--- config.mk ---
export PLATFORM = sky130hd
export DESIGN_NAME = pwm_multi_flat
export DESIGN_NICKNAME = d
export VERILOG_FILES = /design/src/rtl/pwm_multi_pkg.sv /design/src/rtl/pwm_multi_if.sv /design/src/rtl/pwm_timebase.sv /design/src/rtl/pwm_multi.sv /design/src/flat_wrapper.sv
export SDC_FILE = /design/constraint.sdc
export NUM_CORES = 1
export LEC_CHECK = 0
export ABC_AREA = 1
export CAP_MARGIN = 20
export CORE_MARGIN = 2
export CORE_UTILIZATION = 59
export DETAILED_ROUTE_END_ITERATION = 12
export GPL_TIMING_DRIVEN = 1
export PLACE_DENSITY = 0.81
export SYNTH_ARGS = -nofsm -noshare
export SYNTH_HDL_FRONTEND = slang
export SYNTH_SLANG_ARGS = --single-unit
export TNS_END_PERCENT = 10
--- constraint.sdc ---
create_clock -name clk -period 2.7 [get_ports clk]
set_input_delay 0.405 -clock clk [delete_from_list [all_inputs] [get_ports clk]]
set_output_delay 0.405 -clock clk [all_outputs]
set_load 0.02 [all_outputs]
--- src/rtl/pwm_multi_pkg.sv ---
// pwm_multi_pkg: shared definitions for the multi-channel PWM slot.
//   Bus geometry, register byte offsets, CTRL bit positions, channel limit,
//   timebase mode and count-direction enums, and an address helper.
package pwm_multi_pkg;

    localparam int unsigned ADDR_W = 8;
    localparam int unsigned DATA_W = 32;
    localparam int unsigned MAX_CH = 16;

    localparam logic [7:0] ADDR_DVSR      = 8'h00;
    localparam logic [7:0] ADDR_CTRL      = 8'h04;
    localparam logic [7:0] ADDR_POL       = 8'h08;
    localparam logic [7:0] ADDR_STATUS    = 8'h0C;
    localparam logic [7:0] ADDR_DUTY_BASE = 8'h10;

    localparam int unsigned CTRL_EN_BIT     = 0;
    localparam int unsigned CTRL_CENTER_BIT = 1;

    typedef enum logic {
        EDGE   = 1'b0,
        CENTER = 1'b1
    } pwm_mode_e;

    typedef enum logic {
        DIR_UP   = 1'b0,
        DIR_DOWN = 1'b1
    } cnt_dir_e;

    // Word index of a byte address (drops the byte-lane bits).
    function automatic logic [5:0] word_of(input logic [7:0] a);
        return a[7:2];
    endfunction

endpackage

--- src/rtl/pwm_multi_if.sv ---
// pwm_multi_if: MMIO slot bus for the PWM peripheral.
//   master : drives chip_select, read, write, addr, wr_data
//   slave  : returns rd_data, slave_error, decode_error (all combinational)
interface pwm_multi_if;
    import pwm_multi_pkg::*;

    logic              chip_select;
    logic              read;
    logic              write;
    logic [ADDR_W-1:0] addr;
    logic [DATA_W-1:0] wr_data;
    logic [DATA_W-1:0] rd_data;
    logic              slave_error;
    logic              decode_error;

    modport master (
        output chip_select, read, write, addr, wr_data,
        input  rd_data, slave_error, decode_error
    );

    modport slave (
        input  chip_select, read, write, addr, wr_data,
        output rd_data, slave_error, decode_error
    );

endinterface

--- src/rtl/pwm_timebase.sv ---
// pwm_timebase: shared prescaler plus edge/center timebase counter.
//   clk, arst_n : clock, asynchronous active-low reset
//   en          : run enable; when low pcnt/cnt are held at 0, direction up
//   dvsr        : prescaler divisor, tick every dvsr+1 cycles
//   dvsr_wr     : divisor is being written this cycle, restarts pcnt
//   center      : active mode (EDGE sawtooth / CENTER triangle)
//   cnt         : timebase count
//   boundary    : pulse in the tick where cnt moves to 0
module pwm_timebase
    import pwm_multi_pkg::*;
#(
    parameter int unsigned RESOLUTION = 10
) (
    input  logic                  clk,
    input  logic                  arst_n,
    input  logic                  en,
    input  logic [31:0]           dvsr,
    input  logic                  dvsr_wr,
    input  pwm_mode_e             center,
    output logic [RESOLUTION-1:0] cnt,
    output logic                  boundary
);

    localparam logic [RESOLUTION-1:0] CNT_MAX = '1;
    localparam logic [RESOLUTION-1:0] CNT_ONE = RESOLUTION'(1);

    logic [31:0]           pcnt;
    logic [31:0]           pcnt_nxt;
    logic [RESOLUTION-1:0] cnt_nxt;
    cnt_dir_e              dir;
    cnt_dir_e              dir_nxt;
    logic                  tick;

    // State register
    always_ff @(posedge clk or negedge arst_n) begin
        if (!arst_n) begin
            pcnt <= '0;
            cnt  <= '0;
            dir  <= DIR_UP;
        end else begin
            pcnt <= pcnt_nxt;
            cnt  <= cnt_nxt;
            dir  <= dir_nxt;
        end
    end

    // Next-state logic
    always_comb begin
        tick     = en && (pcnt == dvsr);
        pcnt_nxt = pcnt;
        cnt_nxt  = cnt;
        dir_nxt  = dir;
        if (!en) begin
            pcnt_nxt = '0;
            cnt_nxt  = '0;
            dir_nxt  = DIR_UP;
        end else begin
            if (dvsr_wr || tick) begin
                pcnt_nxt = '0;
            end else begin
                pcnt_nxt = pcnt + 32'd1;
            end
            if (tick) begin
                if (center == EDGE) begin
                    cnt_nxt = cnt + CNT_ONE;
                end else if (dir == DIR_UP) begin
                    // Peak is visited once; the down leg starts one below it.
                    if (cnt == CNT_MAX) begin
                        cnt_nxt = CNT_MAX - CNT_ONE;
                        dir_nxt = DIR_DOWN;
                    end else begin
                        cnt_nxt = cnt + CNT_ONE;
                    end
                end else begin
                    cnt_nxt = cnt - CNT_ONE;
                    if (cnt == CNT_ONE) begin
                        dir_nxt = DIR_UP;
                    end
                end
            end
        end
    end

    // Outputs
    always_comb begin
        boundary = tick && (cnt_nxt == '0);
    end

endmodule

--- src/rtl/pwm_multi.sv ---
// pwm_multi: NUM_CH-channel MMIO PWM sharing one prescaler and timebase.
//   clk, arst_n : clock, asynchronous active-low reset
//   bus         : slot bus (slave side) - DVSR, CTRL, POL, STATUS, DUTY[i]
//   pwm_out     : registered PWM outputs, one per channel
// Duty writes land in a shadow register; the active duty reloads from the
// shadow at every period boundary (and continuously while disabled).
module pwm_multi
    import pwm_multi_pkg::*;
#(
    parameter int unsigned RESOLUTION = 10,
    parameter int unsigned NUM_CH     = 4
) (
    input  logic              clk,
    input  logic              arst_n,
    pwm_multi_if.slave        bus,
    output logic [NUM_CH-1:0] pwm_out
);

    localparam logic [5:0] DUTY_WORD = ADDR_DUTY_BASE[7:2];
    localparam logic [5:0] NUM_CH_W  = 6'(NUM_CH);

    logic                  access;
    logic                  aligned;
    logic [5:0]            word;
    logic [5:0]            duty_idx;
    logic                  hit_dvsr;
    logic                  hit_ctrl;
    logic                  hit_pol;
    logic                  hit_status;
    logic                  hit_duty;
    logic                  mapped;
    logic                  dec_err;
    logic                  slv_err;
    logic                  wr_ok;
    logic                  rd_ok;
    logic [31:0]           rd_mux;
    logic [31:0]           rd_data_c;

    logic [31:0]           dvsr;
    logic                  ctrl_en;
    pwm_mode_e             ctrl_mode;
    pwm_mode_e             ctrl_mode_d;
    pwm_mode_e             mode_act;
    logic [NUM_CH-1:0]     pol;
    logic                  period_flag;
    logic [RESOLUTION:0]   duty_shadow [NUM_CH];
    logic [NUM_CH-1:0]     cmp;

    logic [RESOLUTION-1:0] cnt;
    logic                  boundary;

    // Address decode and access qualification
    always_comb begin
        access     = bus.chip_select && (bus.read || bus.write);
        aligned    = (bus.addr[1:0] == 2'b00);
        word       = word_of(bus.addr);
        duty_idx   = word - DUTY_WORD;
        hit_dvsr   = (bus.addr == ADDR_DVSR);
        hit_ctrl   = (bus.addr == ADDR_CTRL);
        hit_pol    = (bus.addr == ADDR_POL);
        hit_status = (bus.addr == ADDR_STATUS);
        hit_duty   = aligned && (word >= DUTY_WORD) && (duty_idx < NUM_CH_W);
        mapped     = hit_dvsr || hit_ctrl || hit_pol || hit_status || hit_duty;
        dec_err    = access && !mapped;
        slv_err    = access && mapped && bus.write && hit_status;
        wr_ok      = bus.chip_select && bus.write && mapped && !hit_status;
        rd_ok      = bus.chip_select && bus.read && mapped && !slv_err;
    end

    // Next value of CTRL.center, so an enable write that also selects the
    // mode starts the timebase in the newly written mode.
    always_comb begin
        ctrl_mode_d = ctrl_mode;
        if (wr_ok && hit_ctrl) begin
            ctrl_mode_d = pwm_mode_e'(bus.wr_data[CTRL_CENTER_BIT]);
        end
    end

    always_ff @(posedge clk or negedge arst_n) begin
        if (!arst_n) begin
            dvsr      <= '0;
            ctrl_en   <= 1'b0;
            ctrl_mode <= EDGE;
            pol       <= '0;
        end else if (wr_ok) begin
            if (hit_dvsr) dvsr <= bus.wr_data;
            if (hit_ctrl) begin
                ctrl_en   <= bus.wr_data[CTRL_EN_BIT];
                ctrl_mode <= ctrl_mode_d;
            end
            if (hit_pol) pol <= bus.wr_data[NUM_CH-1:0];
        end
    end

    always_ff @(posedge clk or negedge arst_n) begin
        if (!arst_n) begin
            mode_act <= EDGE;
        end else if (!ctrl_en || boundary) begin
            mode_act <= ctrl_mode_d;
        end
    end

    // A boundary in the same cycle as a STATUS read keeps the flag set.
    always_ff @(posedge clk or negedge arst_n) begin
        if (!arst_n) begin
            period_flag <= 1'b0;
        end else if (boundary) begin
            period_flag <= 1'b1;
        end else if (rd_ok && hit_status) begin
            period_flag <= 1'b0;
        end
    end

    pwm_timebase #(
        .RESOLUTION(RESOLUTION)
    ) u_timebase (
        .clk     (clk),
        .arst_n  (arst_n),
        .en      (ctrl_en),
        .dvsr    (dvsr),
        .dvsr_wr (wr_ok && hit_dvsr),
        .center  (mode_act),
        .cnt     (cnt),
        .boundary(boundary)
    );

    for (genvar i = 0; i < NUM_CH; i++) begin : g_ch
        logic [RESOLUTION:0] shadow;
        logic [RESOLUTION:0] active;
        logic                wr_hit;

        assign wr_hit = wr_ok && hit_duty && (duty_idx == 6'(i));

        always_ff @(posedge clk or negedge arst_n) begin
            if (!arst_n) begin
                shadow <= '0;
            end else if (wr_hit) begin
                shadow <= bus.wr_data[RESOLUTION:0];
            end
        end

        always_ff @(posedge clk or negedge arst_n) begin
            if (!arst_n) begin
                active <= '0;
            end else if (!ctrl_en || boundary) begin
                active <= shadow;
            end
        end

        assign duty_shadow[i] = shadow;
        assign cmp[i]         = ({1'b0, cnt} < active);
    end

    always_ff @(posedge clk or negedge arst_n) begin
        if (!arst_n) begin
            pwm_out <= '0;
        end else if (!ctrl_en) begin
            pwm_out <= pol;
        end else begin
            pwm_out <= cmp ^ pol;
        end
    end

    // Read mux; data only on a legal read, zero otherwise
    always_comb begin
        rd_mux = '0;
        if (hit_dvsr) rd_mux = dvsr;
        if (hit_ctrl) begin
            rd_mux[CTRL_EN_BIT]     = ctrl_en;
            rd_mux[CTRL_CENTER_BIT] = (ctrl_mode == CENTER);
        end
        if (hit_pol)    rd_mux[NUM_CH-1:0] = pol;
        if (hit_status) rd_mux[0] = period_flag;
        if (hit_duty) begin
            for (int unsigned i = 0; i < NUM_CH; i++) begin
                if (duty_idx == 6'(i)) rd_mux = 32'(duty_shadow[i]);
            end
        end
        rd_data_c = rd_ok ? rd_mux : '0;
    end

    assign bus.rd_data      = rd_data_c;
    assign bus.slave_error  = slv_err;
    assign bus.decode_error = dec_err;

endmodule

--- src/flat_wrapper.sv ---
// flat-port wrapper written by rule: the top's interface ports become plain ports
module pwm_multi_flat import pwm_multi_pkg::*;
#(
    parameter int unsigned RESOLUTION = 10,
    parameter int unsigned NUM_CH     = 4
)
  (clk, arst_n, pwm_out, bus_chip_select, bus_read, bus_write, bus_addr, bus_wr_data, bus_rd_data, bus_slave_error, bus_decode_error);
  pwm_multi_if bus_i ();
  input  logic clk;
  input  logic arst_n;
  output logic [NUM_CH-1:0] pwm_out;
  input wire logic [$bits(bus_i.chip_select)-1:0] bus_chip_select;
  input wire logic [$bits(bus_i.read)-1:0] bus_read;
  input wire logic [$bits(bus_i.write)-1:0] bus_write;
  input wire logic [$bits(bus_i.addr)-1:0] bus_addr;
  input wire logic [$bits(bus_i.wr_data)-1:0] bus_wr_data;
  output wire logic [$bits(bus_i.rd_data)-1:0] bus_rd_data;
  output wire logic [$bits(bus_i.slave_error)-1:0] bus_slave_error;
  output wire logic [$bits(bus_i.decode_error)-1:0] bus_decode_error;
  assign bus_i.chip_select = bus_chip_select;
  assign bus_i.read = bus_read;
  assign bus_i.write = bus_write;
  assign bus_i.addr = bus_addr;
  assign bus_i.wr_data = bus_wr_data;
  assign bus_rd_data = bus_i.rd_data;
  assign bus_slave_error = bus_i.slave_error;
  assign bus_decode_error = bus_i.decode_error;
  pwm_multi #(.RESOLUTION(RESOLUTION), .NUM_CH(NUM_CH)) u_core (.clk(clk), .arst_n(arst_n), .bus(bus_i), .pwm_out(pwm_out));
endmodule
After elaboration in Yosys (flattened, before gate mapping)
Cells that the tools add are included.

cells by class
  add/subtract/negate cells = 4
  $lt $le $gt $ge = 6
  eq/ne operators = 11
  multiplexer cells = 27
  bitwise logic cells = 1
  reductions and logical operators = 43

operator list
  operator                                                            number
  two-way mux 32 bit                                                  9
  two-way mux 10 bit                                                  5
  < comparator 10 x 11 -> 1 bit                                       4
  adder 32 x 1 -> 32 bit (second input constant)                      1
  equality test 32 bit                                                1
  logical AND 1 bit                                                   23
  equality test 8 x 4 -> 1 bit (second input constant)                2
  equality test 6 x 2 -> 1 bit (second input constant)                2
  adder 10 x 1 -> 10 bit (second input constant)                      1
  equality test 10 x 1 -> 1 bit (second input constant)               1
  equality test 10 bit (second input constant)                        1
  logical NOT 10 bit                                                  1
  two-way mux 1 bit                                                   10
  subtractor 10 x 1 -> 10 bit (second input constant)                 1
  equality test 8 x 3 -> 1 bit (second input constant)                1
  logical NOT 8 bit                                                   1
  two-way mux 4 bit                                                   2
  AND reduction 2 bit                                                 4
  logical OR 1 bit                                                    7
  equality test 6 x 1 -> 1 bit (second input constant)                1
  greater-or-equal comparator 6 x 3 -> 1 bit (second input constant)  1
  logical NOT 6 bit                                                   1
  < comparator 6 x 3 -> 1 bit (second input constant)                 1
  subtractor 6 x 3 -> 6 bit (second input constant)                   1
  6 further kinds                                                     10

word-level totals
  register bits = 175
  bits of input ports = 45
  output and inout bits = 38
  logic and storage cells = 110

Depth between registers and ports, before layout
  word-level depth = 13
  depth in mapped cells = 19
  depth with buffers taken out = 18

Modules after synthesis
From an unflattened synthesis, not the netlist that was laid out.

second synthesis, totals
  cells, all modules = 1429
  area total of the unflattened synthesis = 10456.3 µm²

modules (own cells, without submodules)
  module        instances  cells an instance  area an instance (µm²)  seq. area each (µm²)
  pwm_multi     1          836                6781.5                  3303.2
  pwm_timebase  1          593                3674.8                  1076.0

Worst setup path after synthesis
No wires, ideal clock.

  path type = input to output
  start point = input port bus_addr[5]
  end point = output port bus_rd_data[5]
  arrival = 2.193 ns
  required time = 2.295 ns
  setup slack = 0.102 ns
  cell stages on the path = 7
  path buffers = 0
  cells stage by stage = nor3_2 -> nand3_1 -> nor2_1 -> clkinv_1 -> o2111ai_1 -> o31ai_1 -> a211oi_1

between the ends
  word-level cells in the longest chain between the ends = 11
  elaborated cells between the ends (all ways) = 30
  classes of those cells = add/sub: 1; order compare: 2; eq/ne: 6; mux: 7; reduce/logical: 14

ends and longest elaborated chain
  element                                                             RTL line            RTL
  start, declared                                                     flat_wrapper.sv:15  input wire logic [$bits(bus_i.addr)-1:0] bus_addr;
  branches (longest 10 deep; another with subtractor 6 x 3 -> 6 bit)  n/a
  two-way mux 32 bit *                                                pwm_multi.sv:179    rd_data_c = rd_ok ? rd_mux : '0;
  end, declared                                                       flat_wrapper.sv:17  output wire logic [$bits(bus_i.rd_data)-1:0] bus_rd_data;

Every way passes the cells marked *.

Worst setup path after layout
  start point = input port bus_addr[5]
  end point = output port bus_rd_data[0]

between the ends
  word-level cells in the longest chain between the ends = 11
  elaborated cells between the ends (all ways) = 33
  classes of those cells = add/sub: 1; order compare: 2; eq/ne: 6; mux: 10; reduce/logical: 14

ends and longest elaborated chain
  element                                                             RTL line
  branches (longest 10 deep; another with subtractor 6 x 3 -> 6 bit)  n/a
  two-way mux 32 bit *                                                pwm_multi.sv:179

Marks and branches as above.

==> out/metrics.cfg <==
[status]
status=complete, but fails checks
violations=setup timing

[clock_network]
cts_max_path_buffers=2
cts.sinks=175
clkLatencyLatePin_ns=0.44
htree_levels=4
path_clk_slew_ns=0.07
cts_root_buf=clkbuf_16
cts_tree=yes
numCtsBuffers=17

[power_and_ir_drop]
power_density_mw_per_mm2=422
clkPwrFrac=0.461
power.total_mw=5.36
peakVddDrop_uv=518
internal_power_mw=4.12
pwr-share-seq=0.492
power_frac_comb=0.047
p_sw_mw=1.24
p_leak_nw=6.22
sw_frac_of_total=0.232

[timing]
timing.final.crit_share=1.01
worst_slew_pin_slew_ns=0.908
relSlewSlack=0.394
setup_violations=2
rsz0062_at_grt=yes
holdWs_ns=0.499
fin_crit_ns=2.74
fmax_ghz=0.365
fin_skew_ns=0.0105
hold_viol_final=0
maxSlewViolCount=0
worst_slack_ns=-0.0363

[die]
die_x_um=138
fp.coreArea_mm2=0.0174
rows=48
die_height_um=138
start_util=0.606
pin_count=83
dieArea_mm2=0.0189

[critical_path]
endpoint_kind=output port
start_kind=input port
arrival_ns=2.33
criticalPathCategory=input port to output port
crit_fanout=4
critPathRequiredTime_ns=2.30

[cells_and_area]
postLayoutCoreUtil=0.732
n_antenna_cell=0
fin_nets=1597
design_area_mm2=0.0127
layout_commonest_cell=nand2_1
layout-drive-gt1-share=0.168
final_cell_mix=nand2_1 (428), dfrtp_1 (172), inv_1 (148)
area_delta_synth_final_pct=20.8

[logic_synthesis]
async_reset_ff_frac=1.00
seq_area_frac_synth=0.416
ys_types=43
syn_avg_cell_area_um2=7.65
synth_edf_count=0
ys_ff_latch=175
synth_cells=1376
ys.flop_type=dfrtp_1
netlist_area_mm2=0.0105
yosys_warnings=0
synth_nets=1461

[detailed_routing]
ant_nets=0
drtPass1Iterations=6
vias_per_cell=5.72
wl_per_cell_um=17.8
vias=9990
drt_iter0_drc=1054
drt-total-wl_um=31100
drcViolationCount=0

[grt]
grt_max_degree=60
grt_pass1_wl_um=47000
grt_pass1_vias=9318
grt-ovfl-total=0
antenna_found_initial=1
track_usage=0.326

[run]
cap_violations=0

[placed_design]
gp_congestion=0.986
hpwl_um=21400
io_buffers=82
placed_cell_area_mm2=0.0119

[hold_path]
hold_path.class=flip-flop to flip-flop

-- registers in the layout, indices dropped and copies added, names as in the netlist, 4 cells and up --
register / count
u_core.u_timebase.pcnt: 32
u_core.g_ch.active: 44
u_core.g_ch.shadow: 44
u_core.dvsr: 32
u_core.pol: 4
u_core.pwm_out: 4
u_core.u_timebase.cnt: 10
-- power groups by stage --
stage | sequential, mW | clock [mW] | combinational [mW]
after floorplan | 2.69 | 0 | 0.0704
after global placement | 2.69 | 0 | 0.238
after detailed placement | 2.69 | 0 | 0.241
after CTS | 2.64 | 2.47 | 0.247
after global routing | 2.64 | 2.58 | 0.277
final | 2.64 | 2.47 | 0.253
-- kinds of logic (layout without fill, tap and decap cells) --
group                    after synthesis  in the layout  share of synthesized area
AO/OA/AOI/OAI                        179            179                     0.0962
AND/OR/NAND/NOR                      711            713                      0.303
flip-flops                           175            175                      0.416
adder cells (fa/ha/maj)               40             40                     0.0476
multiplexers                           7              7                    0.00749
XOR/XNOR                              47             47                     0.0398
buffers and inverters                217            362                     0.0895
-- metrics by stage --
| step | cells | TNS, ns | setup WS (ns) |
|---|---|---|---|
| floorplan | 1376 | 0 | 0.102 |
| global placement | 1706 | -20.16 | -0.759 |
| detailed placement | 1706 | -26.31 | -0.808 |
| CTS | 1740 | 0 | 0.0113 |
| global route | 1748 | -0.862 | -0.107 |
| finish | 1748 | -0.0414 | -0.0363 |
-- critical path: stages --
cell and delay [ns]:
dlygate4sd2_1 0.26, nor3_4 0.29, nand3_4 0.16, inv_1 0.10, nand2_1 0.10, inv_1 0.09
a21oi_1 0.06, a31oi_1 0.21, a21oi_1 0.06, nand2_1 0.07, o21ai_0 0.08, a21oi_1 0.24
buf_4 0.19
-- timing repair --
action / 4_1_cts / 5_1_grt
gates resized for setup: 105 / 71
setup endpoints to repair: 42 / 82
gates cloned: 0 / 5
setup buffers: 3 / 3
hold endpoints to repair: 56 / 0
pin swaps: 7 / 7
hold buffers: 1 / 0
-- layer usage --
layer  GRT usage  up-vias  routed length, um
li1            -     4679                  -
met1       0.433     4687              12800
met2       0.519      522              14800
met3      0.0710      100               2320
met4       0.138        2               1170
met5           0        -                 14
-- final timing paths --
path	startpoint	to	slack (ns)	cells after the start
setup / recovery	bus_addr[5]	bus_rd_data[0]	-0.04	13
hold / removal	u_core.pol[3]$_DFFE_PN0P_	u_core.pol[3]$_DFFE_PN0P_	0.50	2
setup reg to reg	u_core.dvsr[9]$_DFFE_PN0P_	u_core.g_ch[2].active[3]$_DFFE_PN0P_	0.06	18
hold reg to reg	u_core.pol[3]$_DFFE_PN0P_	u_core.pol[3]$_DFFE_PN0P_	0.50	2
max in group asynchronous	arst_n	u_core.u_timebase.cnt[0]$_DFF_PN0_	1.40	3
min in group asynchronous	arst_n	u_core.g_ch[3].shadow[8]$_DFFE_PN0P_	0.52	2
-- cells in the mapped netlist, types with 5 or more instances --
master	n	area, um^2
nand4_1	16	100
inv_1	150	563
o21ai_0	93	465
nand2_1	431	1620
dfrtp_1	175	4380
nor2_1	122	458
a21oi_1	48	240
xnor2_1	19	166
nor2_2	8	50.1
buf_2	8	40.0
a221oi_1	7	61.3
nand3_1	51	255
mux2_2	7	78.8
buf_4	6	45.0
xor2_1	27	236
nand3_2	43	430
a31oi_1	7	43.8
clkbuf_1	26	97.6
nor3_1	22	110
ha_1	40	500
o211ai_1	5	37.5
inv_2	15	56.3
-- area by class of cell --
class | instances | area, um^2
repair buffers | 164 | 1460
well taps | 225 | 282
inverters | 168 | 632
clock buffers | 19 | 443
clock inverters | 11 | 133
multi-input cells | 986 | 5380
flip-flops and latches | 175 | 4380
fillers | 1294 | 4650
(Power assumes the default switching activity.)
